[src/rtl/if_pkg.sv]
// Shared types and constants for the instruction-fetch stage.
package if_pkg;

  localparam int XLEN = 32;

  localparam logic [XLEN-1:0] NOP_INSTR = 32'h0000_0013;  // ADDI x0,x0,0

  localparam int PC_STEP = 4;

  typedef enum logic [1:0] {
    S_IDLE,
    S_REQ,
    S_KILL,
    S_FULL
  } fetch_state_e;

  typedef struct packed {
    logic [XLEN-1:0] instr;
    logic [XLEN-1:0] pc;
    logic            valid;
  } if_id_t;

endpackage

[src/rtl/if_skid_buf.sv]
// One-entry buffer that parks a fetched {instr, pc} while ID is stalled.
module if_skid_buf #(
  parameter int W = 32
) (
  input  logic         clk,
  input  logic         rst,
  input  logic         load,
  input  logic         clear,
  input  logic [W-1:0] instr_in,
  input  logic [W-1:0] pc_in,
  output logic         full,
  output logic [W-1:0] instr,
  output logic [W-1:0] pc
);

  logic         full_q;
  logic [W-1:0] instr_q;
  logic [W-1:0] pc_q;

  // Occupancy flag: clear wins over load so a flush always empties the entry.
  // NOTE: sequential state uses non-blocking assignments so every flop samples pre-edge values.
  always_ff @(posedge clk) begin
    if (rst)        full_q <= 1'b0;
    else if (clear) full_q <= 1'b0;
    else if (load)  full_q <= 1'b1;
  end

  // Payload storage, written only on load.
  // NOTE: payload is not reset; it is never observed unless full_q is set.
  always_ff @(posedge clk) begin
    if (load) begin
      instr_q <= instr_in;
      pc_q    <= pc_in;
    end
  end

  assign full  = full_q;
  assign instr = instr_q;
  assign pc    = pc_q;

endmodule

[src/rtl/if_stage.sv]
// Instruction-fetch stage with IF/ID register, skid buffer and redirect kill.
module if_stage
  import if_pkg::*;
#(
  parameter int              DATA_W    = XLEN,
  parameter logic [DATA_W-1:0] RESET_PC  = '0,
  parameter logic [DATA_W-1:0] NOP_INSTR = if_pkg::NOP_INSTR
) (
  input  logic              clk,
  input  logic              rst,
  input  logic              stall,
  input  logic              flush,
  input  logic [DATA_W-1:0] redirect_pc,
  output logic              im_req,
  output logic [DATA_W-1:0] im_addr,
  input  logic              im_ready,
  input  logic [DATA_W-1:0] im_rdata,
  output logic [DATA_W-1:0] if_id_instr,
  output logic [DATA_W-1:0] if_id_pc,
  output logic              if_id_valid
);

  fetch_state_e      state_q, state_d;
  logic [DATA_W-1:0] req_addr_q, req_addr_d;
  logic [DATA_W-1:0] redir_q, redir_d;

  logic              deliver;
  logic [DATA_W-1:0] deliver_instr;
  logic [DATA_W-1:0] deliver_pc;
  logic              skid_load, skid_clear, skid_full;
  logic [DATA_W-1:0] skid_instr, skid_pc;

  if_skid_buf #(.W(DATA_W)) u_skid (
    .clk      (clk),
    .rst      (rst),
    .load     (skid_load),
    .clear    (skid_clear),
    .instr_in (im_rdata),
    .pc_in    (req_addr_q),
    .full     (skid_full),
    .instr    (skid_instr),
    .pc       (skid_pc)
  );

  // State, fetch address and pending redirect target registers.
  always_ff @(posedge clk) begin
    if (rst) begin
      state_q    <= S_IDLE;
      req_addr_q <= RESET_PC;
      redir_q    <= RESET_PC;
    end else begin
      state_q    <= state_d;
      req_addr_q <= req_addr_d;
      redir_q    <= redir_d;
    end
  end

  // Next-state, next-address and delivery decisions.
  always_comb begin
    // NOTE: every signal gets a default first so no path can infer a latch.
    state_d       = state_q;
    req_addr_d    = req_addr_q;
    redir_d       = redir_q;
    deliver       = 1'b0;
    deliver_instr = im_rdata;
    deliver_pc    = req_addr_q;
    skid_load     = 1'b0;
    skid_clear    = 1'b0;
    unique case (state_q)
      S_IDLE: state_d = S_REQ;
      S_REQ: begin
        if (flush) begin
          if (im_ready) begin
            req_addr_d = redirect_pc;        // returning word is dropped
          end else begin
            redir_d = redirect_pc;           // address must hold until ready
            state_d = S_KILL;
          end
        end else if (im_ready) begin
          req_addr_d = req_addr_q + DATA_W'(PC_STEP);
          if (stall) begin
            skid_load = 1'b1;
            state_d   = S_FULL;
          end else begin
            deliver = 1'b1;
          end
        end
      end
      S_KILL: begin
        if (flush) redir_d = redirect_pc;
        if (im_ready) begin
          req_addr_d = flush ? redirect_pc : redir_q;
          state_d    = S_REQ;
        end
      end
      S_FULL: begin
        if (flush) begin
          skid_clear = 1'b1;
          req_addr_d = redirect_pc;
          state_d    = S_REQ;
        end else if (!stall && skid_full) begin
          skid_clear    = 1'b1;
          deliver       = 1'b1;
          deliver_instr = skid_instr;
          deliver_pc    = skid_pc;
          state_d       = S_REQ;
        end
      end
      default: state_d = S_IDLE;
    endcase
  end

  // IF/ID pipeline register: flush beats stall, otherwise load word or bubble.
  always_ff @(posedge clk) begin
    if (rst) begin
      if_id_instr <= NOP_INSTR;
      if_id_pc    <= '0;
      if_id_valid <= 1'b0;
    end else if (flush) begin
      if_id_instr <= NOP_INSTR;
      if_id_valid <= 1'b0;
    end else if (!stall) begin
      if (deliver) begin
        if_id_instr <= deliver_instr;
        if_id_pc    <= deliver_pc;
        if_id_valid <= 1'b1;
      end else begin
        if_id_instr <= NOP_INSTR;
        if_id_valid <= 1'b0;
      end
    end
  end

  assign im_addr = req_addr_q;
  assign im_req  = (state_q == S_REQ) || (state_q == S_KILL);

endmodule

[config.mk]
export PLATFORM = sky130hd
export DESIGN_NAME = if_stage
export DESIGN_NICKNAME = d
export VERILOG_FILES = /design/src/rtl/if_pkg.sv /design/src/rtl/if_skid_buf.sv /design/src/rtl/if_stage.sv
export SDC_FILE = /design/constraint.sdc
export NUM_CORES = 1
export LEC_CHECK = 0
export ABC_AREA = 1
export ABC_CLOCK_PERIOD_IN_PS = 7800
export BUFFER_PORTS_ARGS = -buffer_cell sky130_fd_sc_hd__buf_2
export CORE_ASPECT_RATIO = 0.6
export CORE_MARGIN = 2
export CORE_UTILIZATION = 29
export DETAILED_ROUTE_END_ITERATION = 6
export PLACE_DENSITY_LB_ADDON = 0.12
export SLEW_MARGIN = 20
export SYNTH_ARGS = -nofsm -noshare
export SYNTH_HDL_FRONTEND = slang
export SYNTH_SLANG_ARGS = --single-unit
[constraint.sdc]
create_clock -name clk -period 7.8 [get_ports clk]
set_input_delay 1.56 -clock clk [delete_from_list [all_inputs] [get_ports clk]]
set_output_delay 1.56 -clock clk [all_outputs]
set_load 0.02 [all_outputs]
### Word level (Yosys, flattened, before mapping)

Index checks and enable logic that the tools add are counted.

| operators by class | value |
|---|---|
| add/subtract/negate cells | 1 |
| equal/unequal tests | 12 |
| muxes and demuxes | 36 |
| bitwise operators | 2 |
| reduce and logical (&&, ||, !) cells | 12 |

Operator list:

| cell | number |
|---|---|
| two-way mux 32 bit | 13 |
| one-hot mux 32 bit (3 select lines) | 1 |
| one-hot mux 32 bit (2 select lines) | 1 |
| adder 32 x 3 -> 32 bit, second input constant | 1 |
| two-way mux 2 bit | 7 |
| two-way mux 1 bit | 12 |
| != test 3 bit, second input constant | 4 |
| != test 2 bit, second input constant | 5 |
| one-hot mux 2 bit (4 select lines) | 1 |
| AND reduction 3 bit | 2 |
| AND reduction 5 bit | 1 |
| equality test 2 bit, second input constant | 2 |
| AND reduction 4 bit | 1 |
| OR reduction 2 bit | 2 |
| nonzero test 3 bit | 1 |
| equality test 2 x 1 -> 1 bit, second input constant | 1 |
| logical NOT 2 bit | 1 |
| inverter 1 bit | 2 |
| one-hot mux 1 bit (2 select lines) | 1 |
| nonzero test 2 bit | 1 |
| logical AND 1 bit | 1 |
| logical NOT 1 bit | 1 |
| logical OR 1 bit | 1 |

| storage, ports and cells | value |
|---|---|
| register bits after elaboration | 196 |
| input bits | 69 |
| output and inout port bits | 98 |
| logic and storage cells | 72 |

### Longest topological paths before layout

| logic depth | value |
|---|---|
| depth in word-level cells | 6 |
| mapped depth | 12 |

### By module

A second synthesis with hierarchy kept.

| second synthesis, totals | value |
|---|---|
| cells, all modules | 1139 |
| area total of the unflattened synthesis | 9313.9 sq um |

By module, submodules not included:

| module | times used | cells each | area an instance (sq um) |
|---|---|---|---|
| if_stage | 1 | 1069 | 7353.3 |
| if_skid_buf | 1 | 70 | 1960.6 |

### Least setup slack after synthesis

No wires, ideal clock.

| path | value |
|---|---|
| kind | input to register |
| from | input flush |
| to | register u_skid.instr_q[0] (netlist: u_skid.instr[0]) (enable) |
| library setup time | 567 ps |
| arrival | 6359 ps |
| data required time | 7233 ps |
| slack | 874 ps |
| stages on the path | 3 |
| buffers on the path | 2 |
| cell sequence | buf_2 clkbuf_1 nor3_1 |

| on the way | value |
|---|---|
| longest elaborated chain between the ends | 2 |

Ends and longest elaborated chain:

| element | RTL line | source |
|---|---|---|
| start, declared | if_stage.sv:12 | `input logic flush,` |
| two-way mux 1 bit | if_stage.sv:72 | `if (flush) begin` |
| two-way mux 1 bit | if_stage.sv:69 | `unique case (state_q)` |
| net skid_load | if_stage.sv:30 | `logic skid_load, skid_clear, skid_full;` |
| end signal, assigned | if_skid_buf.sv:32 | `instr_q <= instr_in;` |
| end, declared | if_skid_buf.sv:17 | `logic [W-1:0] instr_q;` |

The timed path passes the listed nets, and every way through them passes these cells.
A chain may end at the register's enable or synchronous reset.

### Worst setup path in the final report

| path | value |
|---|---|
| from | input flush |
| to | register req_addr_q[16] (netlist: im_addr[16]) |

| on the way | value |
|---|---|
| longest elaborated chain between the ends | 3 |
| elaborated cells between the ends (all ways) | 6 |
| classes of those cells | eq/ne: 1; mux: 4; reduce/logical: 1 |

Ends and longest elaborated chain:

| element | RTL line | source |
|---|---|---|
| two-way mux 32 bit | - |  |
| two-way mux 32 bit | if_stage.sv:91 | `if (im_ready) begin` |
| one-hot mux 32 bit (3 select lines) | if_stage.sv:69 |  |
| end signal, assigned | if_stage.sv:53 | `req_addr_q <= req_addr_d;` |
| end, declared | if_stage.sv:24 | `logic [DATA_W-1:0] req_addr_q, req_addr_d;` |

Parallel ways exist; a longest one is shown, timed or not. The select of a mux whose other input is x is not followed.

==> metrics.md <==
| Metric | Value |
|---|---|
| Site Rows | 50 |
| Relative slew slack | about a third |
| Hold EP | if_id_instr[9] |
| Area Growth Syn to Fin | 18.7% |
| Share of post-route cells with drive strength above 1 | about 22% |
| Number of CTS-inserted buffers | 17 |
| Distinct cell type count after synthesis | 37 |
| Most common cell after layout, fill and taps aside | nand2_1 |
| Initial antenna violation count | 2 |
| Clock transition at path regs | approximately 0.08 ns |
| Largest net degree at the start of global routing | 98 |
| 1st-iter DRT viols | 608 |
| Reg2reg end | if_id_instr[6] |
| CP startpoint kind | input port |
| Post-Syn Area per Cell | 8.15 um2 |
| Synthesized cell area | around 9300 um2 |
| Metal2 WL | roughly 12 mm |
| Reg-to-reg startpoint | state_q[0] |
| RSZ-0062 raised after global routing | false |
| Global-route usage over all layers | 18.6% |
| Sink Count | ~200 |
| Fillers | between 3,000 and 4,000 |
| Post-Synthesis Cells | between 1,000 and 1,500 |
| Min-delay src | if_id_instr[9] |
| Synth Area in Compound Gates | 19.9% |
| Hold buffer count at CTS | 0 |
| Die area | 33,400 um2 |
| P_leak | roughly 4.2 nW |
| Seq. cell area | between 4000 and 5000 um2 |
| Post-synth top area cell | dfxtp_1 |
| Via Count | 8,351 |
| Die H | roughly 140 um |
| Setup bufs post-CTS | 0 |
| Die width | roughly 230 um |
| Power density over cell area | about 240 nW/um2 |
| Synth Flop Type | dfxtp_1 |
| Part of the cycle the worst path needs | 50.2% |
| Worst R2R Path Depth | 7 |
| Hold WC Path Type | flip-flop to flip-flop |
| Initial Utilization | ~30% |
| Final ANT Viol Nets | 0 |
| Worst Tran Pin Value | between 1 and 1.5 ns |
| Net Sw Frac | between 30% and 40% |
| Status | finished, final reports clean |
| WP data required | 8.14 ns |
| M1 wire length | approximately 17 mm |
| Routed WL | a little over 30 mm |
| Multi-input gate area | between 4000 and 5000 um2 |
| EDFF count, synth | 64 |
| Fmax | 255 MHz |
| Clock Latency Late Sink | 0.46 ns |
| Power share of the clock group | roughly 35% |
| Minimum clock period | 3.92 ns |
| Post-DR wirelength/cell | 18.4 um |
| Non-filler cells in the finished layout | between 1,500 and 2,000 |
| Number of global-route vias before repair | approximately 7,700 |
| Core Area | roughly 31,000 um2 |
| TritonCTS clock tree | done |
| Met3 wire length | 1.81 mm |
| Max-capacitance violation count | 0 |
| P_int | 1.79 mW |
| Final Hold Viols | 0 |
| Routability cong. | approximately 0.79 |
| Hold path cells | 2 |
| Post-Syn Nets | ~1,200 |
| WP data arrival | ~4.3 ns |
| Final Setup Violations | 0 |
| Pre-Repair DR Iteration Count | 6 |
| Post-Synth Simple-Gate Area | 20.7% |
| Crit-path max FO | 56 |
| Num ports | between 150 and 200 |
| Final HPWL DP | between 20 and 25 mm |
| CTS root buf | clkbuf_16 |
| Post-CTS sizing | 0 |
| Most frequent cells in the layout | 298 x nand2_1, 166 x buf_2, 160 x a21oi_1 |
| CP endpoint kind | flip-flop |
| Setup TNS Final | 0 ns |
| Ys async rst share | 0% |
| Mux contribution to synthesized area | under 10% |
| Worst Skew | 0.0141 ns |
| Gr ovfl total | 0 |
| Placed cell count | ~1,700 |
| Sequential cell area fraction in the yosys report | 49.3% |
| H-tree levels | 4 |
| Top-area cell type share of the netlist area | between 20 and 30% |
| Switch Pwr | 857 uW |
| Max-slew violations | 0 |
| Via density | 4.95 |
| Top layer in use | met5 |
| # DRC | 0 |
| Largest family of logic cells by synthesized area | simple AND/OR/NAND/NOR gates |
| Final net count | ~1,300 |
| IO buf count | around 170 |
| Synth area leaders | dfxtp_1 29%, edfxtp_1 21%, nand2_1 12% |
| Part of the power in registers | a little under half |
| R2R Setup Slk | between 4 and 5 ns |
| Post-Synth Adder-Cell Area | less than 1% |
| Logic pwr share | 17.6% |
| Setup CP Type | input port to flip-flop |
| First-pass GRT wire length | 47.8 mm |
| Max IR drop VDD | 0.000127 V |
| Synth warn | 0 |
| XOR/XNOR Fraction of Synth Area | less than 1% |
| Clock buffer depth | 2 |
| Synthesized flop and latch total | 196 |
[worst max path at each step]
stage	from	to	slack, ns	cells after the start
finish	flush	im_addr[16]	3.88	11
global route	flush	im_addr[16]	3.72	11
CTS	stall	if_id_instr[6]	3.91	8
detailed placement	stall	if_id_instr[6]	3.42	8
global placement	stall	if_id_instr[14]	3.48	8
floorplan	flush	u_skid.instr[0]	0.87	3
[power by group through the flow]
stage | clock, mW | combinational [mW] | sequential (mW)
floorplan | 0 | 0.263 | 1.26
global placement | 0 | 0.461 | 1.27
detailed placement | 0 | 0.465 | 1.26
CTS | 0.969 | 0.467 | 1.24
global route | 1.01 | 0.521 | 1.25
finish | 0.936 | 0.466 | 1.25
[worst max-delay path, cell delays in order]
cell and delay, ns:
buf_2 0.08, buf_4 0.45, inv_2 0.04, buf_4 0.32
nand2_1 0.16, nand2_1 0.10, nor3_4 0.10, buf_4 0.45
inv_2 0.35, a211oi_1 0.39, a21oi_1 0.11
[cell type report]
| cell class | count | share of cell area [%] |
|---|---|---|
| sequential | 196 | 41.5 |
| multi-input combinational | 823 | 38.3 |
| timing repair buffer | 179 | 8.44 |
| tap | 416 | 4.73 |
| clock buffer | 19 | 3.94 |
| clock inverter | 13 | 1.62 |
| inverter | 41 | 1.41 |
| antenna | 1 | 0.0228 |
[logic make-up (layout without fill, tap and decap cells)]
kind of cell / count (synthesis) / in the layout
flip-flops: 196 / 196
AO/OA/AOI/OAI: 342 / 342
XOR/XNOR: 5 / 5
multiplexers: 29 / 29
other: 0 / 1
adder cells (fa/ha/maj): 5 / 5
buffers and inverters: 118 / 252
AND/OR/NAND/NOR: 442 / 442
[per-stage QoR]
step | area, um2 | total power, mW | worst slack [ns] | hold WS (ns) | utilization (%)
2_1_floorplan | 9260 | 1.53 | 0.874 | 0.472 | -
3_3_place_gp | 10400 | 1.73 | 3.48 | 0.452 | 33.2
3_5_place_dp | 10400 | 1.73 | 3.42 | 0.454 | 33.2
4_1_cts | 11000 | 2.68 | 3.91 | 0.465 | 35.1
5_1_grt | 11000 | 2.78 | 3.72 | 0.480 | 35.1
6_report | 11000 | 2.65 | 3.88 | 0.463 | 35.2
[synthesized netlist by cell type, types with 5 or more instances]
| master | n |
|---|---|
| a211oi_1 | 23 |
| a21oi_1 | 160 |
| a31oi_1 | 40 |
| buf_1 | 6 |
| buf_2 | 32 |
| clkbuf_1 | 33 |
| dfxtp_1 | 132 |
| edfxtp_1 | 64 |
| ha_1 | 5 |
| inv_1 | 33 |
| inv_2 | 8 |
| mux2_1 | 5 |
| mux2_2 | 24 |
| nand2_1 | 299 |
| nand2_2 | 7 |
| nand3_1 | 60 |
| nor2_1 | 41 |
| nor2_2 | 9 |
| nor2_4 | 11 |
| o21ai_0 | 102 |
| o21ai_1 | 8 |
| xor2_1 | 5 |
[registers in the layout (all words and copies together), names as in the netlist]
signal,count
redir_q,32
u_skid.instr,32
im_addr,32
if_id_instr,32
u_skid.full,1
if_id_pc,32
if_id_valid,1
u_skid.pc,32
state_q,2
[routing by layer]
layer / global-route usage [%] / up-vias
li1: - / 4184
met1: 30.4 / 3961
met2: 23.3 / 187
met3: 4.44 / 17
met4: 4.36 / 2
met5: 0 / -
No activity file was read; power rests on OpenSTA's default activity.
